<file path="config.mk">
export PLATFORM = sky130hd
export DESIGN_NAME = time_msg_encoder
export DESIGN_NICKNAME = d
export VERILOG_FILES = /design/src/rtl/time_msg_encoder_pkg.sv /design/src/rtl/bcd_to_ascii.sv /design/src/rtl/time_msg_encoder.sv
export SDC_FILE = /design/constraint.sdc
export NUM_CORES = 1
export LEC_CHECK = 0
export CAP_MARGIN = 20
export CORE_UTILIZATION = 45
export CTS_CLUSTER_SIZE = 28
export DETAILED_ROUTE_END_ITERATION = 8
export PLACE_DENSITY_LB_ADDON = 0.12
export SLEW_MARGIN = 25
export SYNTH_ARGS = -nofsm -noshare
export SYNTH_HDL_FRONTEND = slang
export SYNTH_SLANG_ARGS = --single-unit
export TNS_END_PERCENT = 100
</file>
<file path="constraint.sdc">
create_clock -name clk -period 2.6 [get_ports clk]
set_input_delay 0.52 -clock clk [delete_from_list [all_inputs] [get_ports clk]]
set_output_delay 0.52 -clock clk [all_outputs]
set_load 0.005 [all_outputs]
</file>
<file path="src/rtl/time_msg_encoder_pkg.sv">
// Shared constants, FSM state type and message lengths for the time message encoder.
package time_msg_encoder_pkg;

    localparam logic [7:0] ASCII_CR    = 8'h0D;
    localparam logic [7:0] ASCII_LF    = 8'h0A;
    localparam logic [7:0] ASCII_ESC   = 8'h1B;
    localparam logic [7:0] ASCII_AT    = 8'h40;
    localparam logic [7:0] ASCII_COLON = 8'h3A;
    localparam logic [7:0] ASCII_SPACE = 8'h20;
    localparam logic [7:0] ASCII_ZERO  = 8'h30;
    localparam logic [7:0] ASCII_QMARK = 8'h3F;

    localparam int unsigned MSG_LEN_BASE  = 10;
    localparam int unsigned MSG_LEN_ALARM = 12;

    localparam logic [3:0] LAST_IDX_BASE  = 4'(MSG_LEN_BASE - 1);
    localparam logic [3:0] LAST_IDX_ALARM = 4'(MSG_LEN_ALARM - 1);

    typedef enum logic {
        ST_IDLE = 1'b0,
        ST_SEND = 1'b1
    } state_e;

endpackage

</file>
<file path="src/rtl/bcd_to_ascii.sv">
// Maps one BCD nibble to its ASCII digit; non-decimal nibbles become '?'.
module bcd_to_ascii
    import time_msg_encoder_pkg::*;
(
    input  logic [3:0] nibble,
    output logic [7:0] ascii
);

    always_comb begin
        if (nibble <= 4'd9) begin
            ascii = ASCII_ZERO + {4'h0, nibble};
        end else begin
            ascii = ASCII_QMARK;
        end
    end

endmodule

</file>
<file path="src/rtl/time_msg_encoder.sv">
// Serialises a captured BCD time as "hh:mm:ss\r\n" over a valid/ready byte stream.
// Define TIME_MSG_ALARM_EN to append " @" before CR/LF when the captured alarm flag is set.
module time_msg_encoder
    import time_msg_encoder_pkg::*;
(
    input  logic        clk,
    input  logic        rst_n,
    input  logic        start,
    input  logic [23:0] time_bcd,
    input  logic        alarm_flag,
    input  logic        tx_ready,
    output logic [7:0]  tx_data,
    output logic        tx_valid,
    output logic        busy,
    output logic        done
);

    state_e      state_q, state_d;
    logic [23:0] time_q, time_d;
    logic [3:0]  idx_q, idx_d;
    logic [7:0]  tx_data_q, tx_data_d;
    logic        tx_valid_q, tx_valid_d;
    logic        busy_q, busy_d;
    logic        done_q, done_d;

    logic        handshake;
    logic        last_byte;
    logic        start_accept;
    logic [3:0]  last_idx;
    logic [7:0]  digit_ascii [6];
    logic [7:0]  byte_d;

`ifdef TIME_MSG_ALARM_EN
    logic alarm_q, alarm_d;

    assign last_idx = alarm_q ? LAST_IDX_ALARM : LAST_IDX_BASE;

    always_ff @(posedge clk or negedge rst_n) begin
        if (!rst_n) begin
            alarm_q <= 1'b0;
        end else begin
            alarm_q <= alarm_d;
        end
    end
`else
    logic alarm_unused;

    assign alarm_unused = alarm_flag;
    assign last_idx     = LAST_IDX_BASE;
`endif

    assign handshake    = tx_valid_q & tx_ready;
    assign last_byte    = handshake && (idx_q == last_idx);
    assign start_accept = start && (state_q == ST_IDLE);

    always_ff @(posedge clk or negedge rst_n) begin
        if (!rst_n) begin
            state_q <= ST_IDLE;
        end else begin
            state_q <= state_d;
        end
    end

    always_comb begin
        state_d = state_q;
        case (state_q)
            ST_IDLE: if (start)     state_d = ST_SEND;
            ST_SEND: if (last_byte) state_d = ST_IDLE;
            default:                state_d = ST_IDLE;
        endcase
    end

    // Capture and index update; the byte mux below looks at the next-cycle values.
    always_comb begin
        time_d = time_q;
        idx_d  = idx_q;
`ifdef TIME_MSG_ALARM_EN
        alarm_d = alarm_q;
`endif
        if (start_accept) begin
            time_d = time_bcd;
            idx_d  = 4'd0;
`ifdef TIME_MSG_ALARM_EN
            alarm_d = alarm_flag;
`endif
        end else if (handshake && !last_byte) begin
            idx_d = idx_q + 4'd1;
        end
    end

    generate
        for (genvar gi = 0; gi < 6; gi++) begin : g_digit
            bcd_to_ascii u_bcd_to_ascii (
                .nibble (time_d[23 - 4*gi -: 4]),
                .ascii  (digit_ascii[gi])
            );
        end
    endgenerate

    always_comb begin
        byte_d = 8'h00;
        case (idx_d)
            4'd0:  byte_d = digit_ascii[0];
            4'd1:  byte_d = digit_ascii[1];
            4'd2:  byte_d = ASCII_COLON;
            4'd3:  byte_d = digit_ascii[2];
            4'd4:  byte_d = digit_ascii[3];
            4'd5:  byte_d = ASCII_COLON;
            4'd6:  byte_d = digit_ascii[4];
            4'd7:  byte_d = digit_ascii[5];
`ifdef TIME_MSG_ALARM_EN
            4'd8:  byte_d = alarm_d ? ASCII_SPACE : ASCII_CR;
            4'd9:  byte_d = alarm_d ? ASCII_AT : ASCII_LF;
            4'd10: byte_d = ASCII_CR;
            4'd11: byte_d = ASCII_LF;
`else
            4'd8:  byte_d = ASCII_CR;
            4'd9:  byte_d = ASCII_LF;
`endif
            default: byte_d = 8'h00;
        endcase
    end

    always_comb begin
        tx_valid_d = tx_valid_q;
        busy_d     = busy_q;
        done_d     = 1'b0;
        tx_data_d  = tx_data_q;
        if (start_accept) begin
            tx_valid_d = 1'b1;
            busy_d     = 1'b1;
            tx_data_d  = byte_d;
        end else if (last_byte) begin
            tx_valid_d = 1'b0;
            busy_d     = 1'b0;
            done_d     = 1'b1;
            tx_data_d  = 8'h00;
        end else if (handshake) begin
            tx_data_d  = byte_d;
        end
    end

    always_ff @(posedge clk or negedge rst_n) begin
        if (!rst_n) begin
            time_q     <= '0;
            idx_q      <= '0;
            tx_data_q  <= 8'h00;
            tx_valid_q <= 1'b0;
            busy_q     <= 1'b0;
            done_q     <= 1'b0;
        end else begin
            time_q     <= time_d;
            idx_q      <= idx_d;
            tx_data_q  <= tx_data_d;
            tx_valid_q <= tx_valid_d;
            busy_q     <= busy_d;
            done_q     <= done_d;
        end
    end

    assign tx_data  = tx_data_q;
    assign tx_valid = tx_valid_q;
    assign busy     = busy_q;
    assign done     = done_q;

endmodule

</file>
## After elaboration in Yosys (flattened, before gate mapping)

Cells that the tools add are included.

- Add/sub/neg operators: 7
- Order comparisons: 6
- Equality and inequality tests: 10
- Mux-type cells: 20
- Bitwise operators: 2
- Reduce and logical (&&, ||, !) cells: 8

Operators with widths:

| kind | number |
|---|---|
| $mux 8 | 9 |
| $pmux 8 s9 | 1 |
| $add 6x4->7 const A | 6 |
| $le 4x4->1 const B | 6 |
| $mux 24 | 1 |
| $eq 4x3->1 const B | 4 |
| $eq 4x4->1 const B | 3 |
| $eq 4x2->1 const B | 2 |
| $mux 4 | 2 |
| $mux 1 | 6 |
| $add 4x1->4 const B | 1 |
| $eq 4x1->1 const B | 1 |
| $logic_not 4->1 | 1 |
| $logic_and 1x1->1 | 3 |
| $reduce_bool 3->1 | 1 |
| $pmux 1 s2 | 1 |
| $reduce_bool 2->1 | 1 |
| $reduce_or 2->1 | 1 |
| $and 1x1->1 | 1 |
| $logic_not 1->1 | 1 |
| $not 1->1 | 1 |

- Register bits: 39
- Output and inout bits: 11

## Logic depth before layout (Yosys ltp)

- Word-level depth: 12
- Mapped depth: 9
- Gate-level depth less buffers: 8

## By module

From an unflattened synthesis, not the netlist that was laid out.

- Cell total of the unflattened synthesis: 335
- Area, all modules: 2,708.8 um^2

Modules (own cells, without submodules):

| module | times used | cells each | area each (um^2) | sequential area each (um^2) |
|---|---|---|---|---|
| time_msg_encoder | 1 | 269 | 2,303.5 | 975.9 |
| bcd_to_ascii | 6 | 11 | 67.6 | 0.0 |

## Worst setup path before layout

No wires, ideal clock.

- Path type: flip-flop to flip-flop
- Start: register idx_q[1]
- End: register tx_data_q[0], in the netlist tx_data[0]
- Arrival: 1,987 ps
- Required time: 2,512 ps
- Slack: 525 ps
- Stages on the path, launching flop included: 6
- Buffers on the path: 0
- Cell sequence: dfrtp_1 inv_1 ha_1 o41a_1 or4_1 a41oi_1

- Cells in the longest elaborated chain, start to end: 12

Ends and longest elaborated chain:

| what | line | RTL |
|---|---|---|
| from (decl) | time_msg_encoder.sv:20 | `logic [3:0] idx_q, idx_d;` |
| from (signal assigned) | time_msg_encoder.sv:153 | `idx_q <= idx_d;` |
| parallel branches: the longest is 12 deep, another holds $add 4x1->4 | n/a |  |
| to (signal assigned) | time_msg_encoder.sv:154 | `tx_data_q <= tx_data_d;` |
| to (decl) | time_msg_encoder.sv:21 | `logic [7:0] tx_data_q, tx_data_d;` |

Parallel ways; which one is timed is not known. The select of a mux whose other input is x is not followed.
A chain may end at the register's enable or synchronous reset.

## Final worst setup path

- Start: register idx_q[1]
- End: register tx_data_q[2], in the netlist tx_data[2]

Same word-level chain as after synthesis.

==> summary.md <==
| Metric | Value |
|---|---|
| Bufs on Longest Clock Path | `2` |
| Synth async-reset ratio | `100%` |
| Die Y | `71.7 um` |
| Postcts setup bufs | `0` |
| RR Startpoint | `idx_q[1]` |
| CTS H-Tree Depth | `2` |
| # IOs | `40` |
| Row count | `24` |
| EDFF count, synth | `0` |
| Core Util, Final | `a little over three fifths` |
| Worst hold slack | `0.475 ns` |
| Antenna violations before repair | `0` |
| Total gr overflow | `0` |
| Final worst-path cycle share | `90.0%` |
| Cell Pwr Density | `1190 mW/mm^2` |
| Clock slew at reported path FFs | `~0.080 ns` |
| Critical-path cell list | `inv_1 -> ha_1 -> and3b_1 -> o2111ai_1 -> o41a_1 -> buf_4 -> nor4_1 -> a2111oi_0 -> a21oi_1` |
| FF-to-FF End | `tx_data[2]` |
| Max Fanout on Critical Path | `8` |
| Avg Synthesized Cell Area | `between 8 and 9 sq um` |
| Worst R2R Path Depth | `9` |
| Core area | `~0.0045 sq mm` |
| Initial core utilization | `about half` |
| Top routing layer used | `met4` |
| CTS resizes | `0` |
| Status | `finished clean` |
| Clock Skew | `0.00750 ns` |
| DR WL met3 | `243 um` |
| Layout cell share with drive strength beyond 1 | `12.8%` |
| Die area | `0.00514 sq mm` |
| Via count | `2092` |
| DRT Pass-1 Iters | `5` |
| Synth warn | `0` |
| Worst skew pair latency | `0.29 ns` |
| Initial DRC Count | `165` |
| Antenna-violating nets left | `0` |
| Max_cap viols | `0` |
| Final setup viols | `0` |
| Hold depth | `2` |
| Antenna diodes | `0` |
| CTS Sinks | `36` |
| Root buf cell | `clkbuf_8` |
| Cell area after synthesis | `0.00219 sq mm` |
| Cell taking the most area after synthesis | `dfrtp_1` |
| Critical Path RT | `2.77 ns` |
| Peak supply drop | `0.449 mV` |
| GRT Util Overall | `roughly a quarter` |
| CP peak stage delay | `roughly 0.5 ns` |
| Met1 Wirelength | `2570 um` |
| IO buf count | `36` |
| Largest cells by area after synthesis | `dfrtp_1 41%, nand2_1 11%, a21oi_1 4.8%` |
| CTS tree | `done` |
| Startpoint Class | `register` |
| Worst path slowest cell | `dfrtp_1` |
| Number of distinct library cells after synthesis | `51` |
| DR WL/cell | `between 15 and 20 um` |
| Synth Register Bits | `36` |
| Count of pins over their slew limit | `0` |
| Layout area overhead | `28.7%` |
| Gpl congestion | `0.875` |
| Cells after synthesis | `about 260` |
| FF-to-FF setup slack | `about 0.26 ns` |
| Detail Placement HPWL | `4040 um` |
| DRC viols | `0` |
| First-pass GRT wire length | `9460 um` |
| TritonCTS Buffers | `5` |
| Crit path arrival time | `2.50 ns` |
| Final Hold Fails | `0` |
| FMAX | `about 0.43 GHz` |
| CP endpoint kind | `register` |
| Largest net degree at the start of global routing | `37` |
| Critical path class | `register to register` |
| Min-delay src | `time_q[8]` |
| Sequential area share after synthesis | `41.2%` |
| Cts hold-fix bufs | `0` |
| Vias in the first global route | `2007` |
| Routed Wire Length | `5520 um` |
| Worst hold path type | `register to register` |
| Worst Hold Endpoint | `time_q[8]` |
| Unrepaired setup endpoints after global routing | `false` |
| Die X | `71.7 um` |
| Top_reg_cell synth | `dfrtp_1` |
| Metal2 WL | `2650 um` |
| Area share of the largest cell type after synthesis | `41.2%` |
| Drt via density | `5.75` |
| Final net count | `between 300 and 400` |
| Static Leakage | `1.26 nW` |
| Fin crit period | `around 2.3 ns` |
## cell type report
cell class                      count  area (sq um)
Fill cell                         414          1690
Inverter                            6          22.5
Multi-Input combinational cell    206          1180
Tap cell                           52          65.1
Clock buffer                        7          96.3
Clock inverter                      1          30.0
Timing Repair Buffer               56           523
Sequential cell                    36           901
## state kept, by name, indices dropped and copies added, names as in the netlist
signal   cells
tx_data      5
idx_q        4
time_q      24
done         1
state_q      1
busy         1
## worst max-delay path, delay by kind of cell (launching register included)
family | cells | cell delay [ns]
compound gates | 4 | 0.93
fa+ha+maj | 1 | 0.24
buf+inv | 2 | 0.24
flops | 1 | 0.50
simple gates | 2 | 0.31
## logic make-up after synthesis
logic type,count (synthesis),synth area share [%]
flops,36,41.2
compound gates,72,22.2
xor+xnor,3,1.20
fa+ha+maj,2,1.14
other cells,1,0.171
mux,6,2.97
buf+inv,23,5.55
simple gates,121,25.6
## synthesized netlist by cell type (2+ instances only)
cell type / count
nor4_1: 8
nor2b_1: 2
buf_1: 2
mux2i_1: 2
a21oi_1: 21
nand2_1: 62
o211ai_1: 3
o211a_1: 2
inv_1: 6
o21ai_0: 16
dfrtp_1: 36
nand3_1: 4
buf_2: 3
nand2b_1: 2
nor3_1: 13
clkbuf_1: 4
buf_4: 6
a2111oi_0: 2
xnor2_1: 3
nor3b_1: 2
a211oi_1: 8
ha_1: 2
mux2_2: 4
a41oi_1: 2
o31ai_1: 2
nor2_1: 19
and3_1: 2
a311oi_1: 3
## layout by cell type, fill, tap and decap left out, types with 3 or more instances in the layout
cell type	n
nand3_1	4
xnor2_1	3
clkbuf_8	7
mux2_2	4
buf_4	19
o21ai_0	16
a21oi_1	21
o211ai_1	3
a211oi_1	8
nor3_1	13
a311oi_1	3
nor4_1	8
inv_1	6
nand2_1	62
nor2_1	19
dfrtp_1	36
clkdlybuf4s50_1	36
## where the power goes
part           total (mW)  internal (mW)  switching [mW]  leakage (nW)
Sequential           1.09          0.819           0.266         0.442
Clock               0.536          0.338           0.198        0.0645
Combinational        1.71          0.828           0.886         0.754
## per-stage QoR
step	instance area, sq um	std cells	setup slack, ns	setup TNS (ns)	total power [mW]
after floorplan	2190	265	0.525	0	2.15
after global placement	2690	356	-0.00441	-0.00441	2.75
after detailed placement	2690	356	-0.0209	-0.0300	2.77
after CTS	2810	364	0.270	0	3.33
after global routing	2810	364	0.107	0	3.60
final	2810	364	0.261	0	3.34
## worst max path at each step
stage | start | to | slack, ns | cells after the start
after floorplan | idx_q[1] | tx_data[0] | 0.53 | 5
after global placement | tx_ready | tx_data[2] | -0.004 | 8
after detailed placement | tx_ready | tx_data[1] | -0.02 | 8
after CTS | tx_ready | tx_data[1] | 0.27 | 8
after global routing | idx_q[1] | tx_data[1] | 0.11 | 9
final | idx_q[1] | tx_data[2] | 0.26 | 9
## layer usage
| metal | GRT usage [%] | up-vias |
|---|---|---|
| met3 | 3.52 | 8 |
| met4 | 8.28 | 0 |
| met5 | 0 | - |
| met2 | 38.2 | 58 |
| met1 | 32.7 | 987 |
| li1 | - | 1039 |
Note: power is estimated with default switching activity, not from simulation.
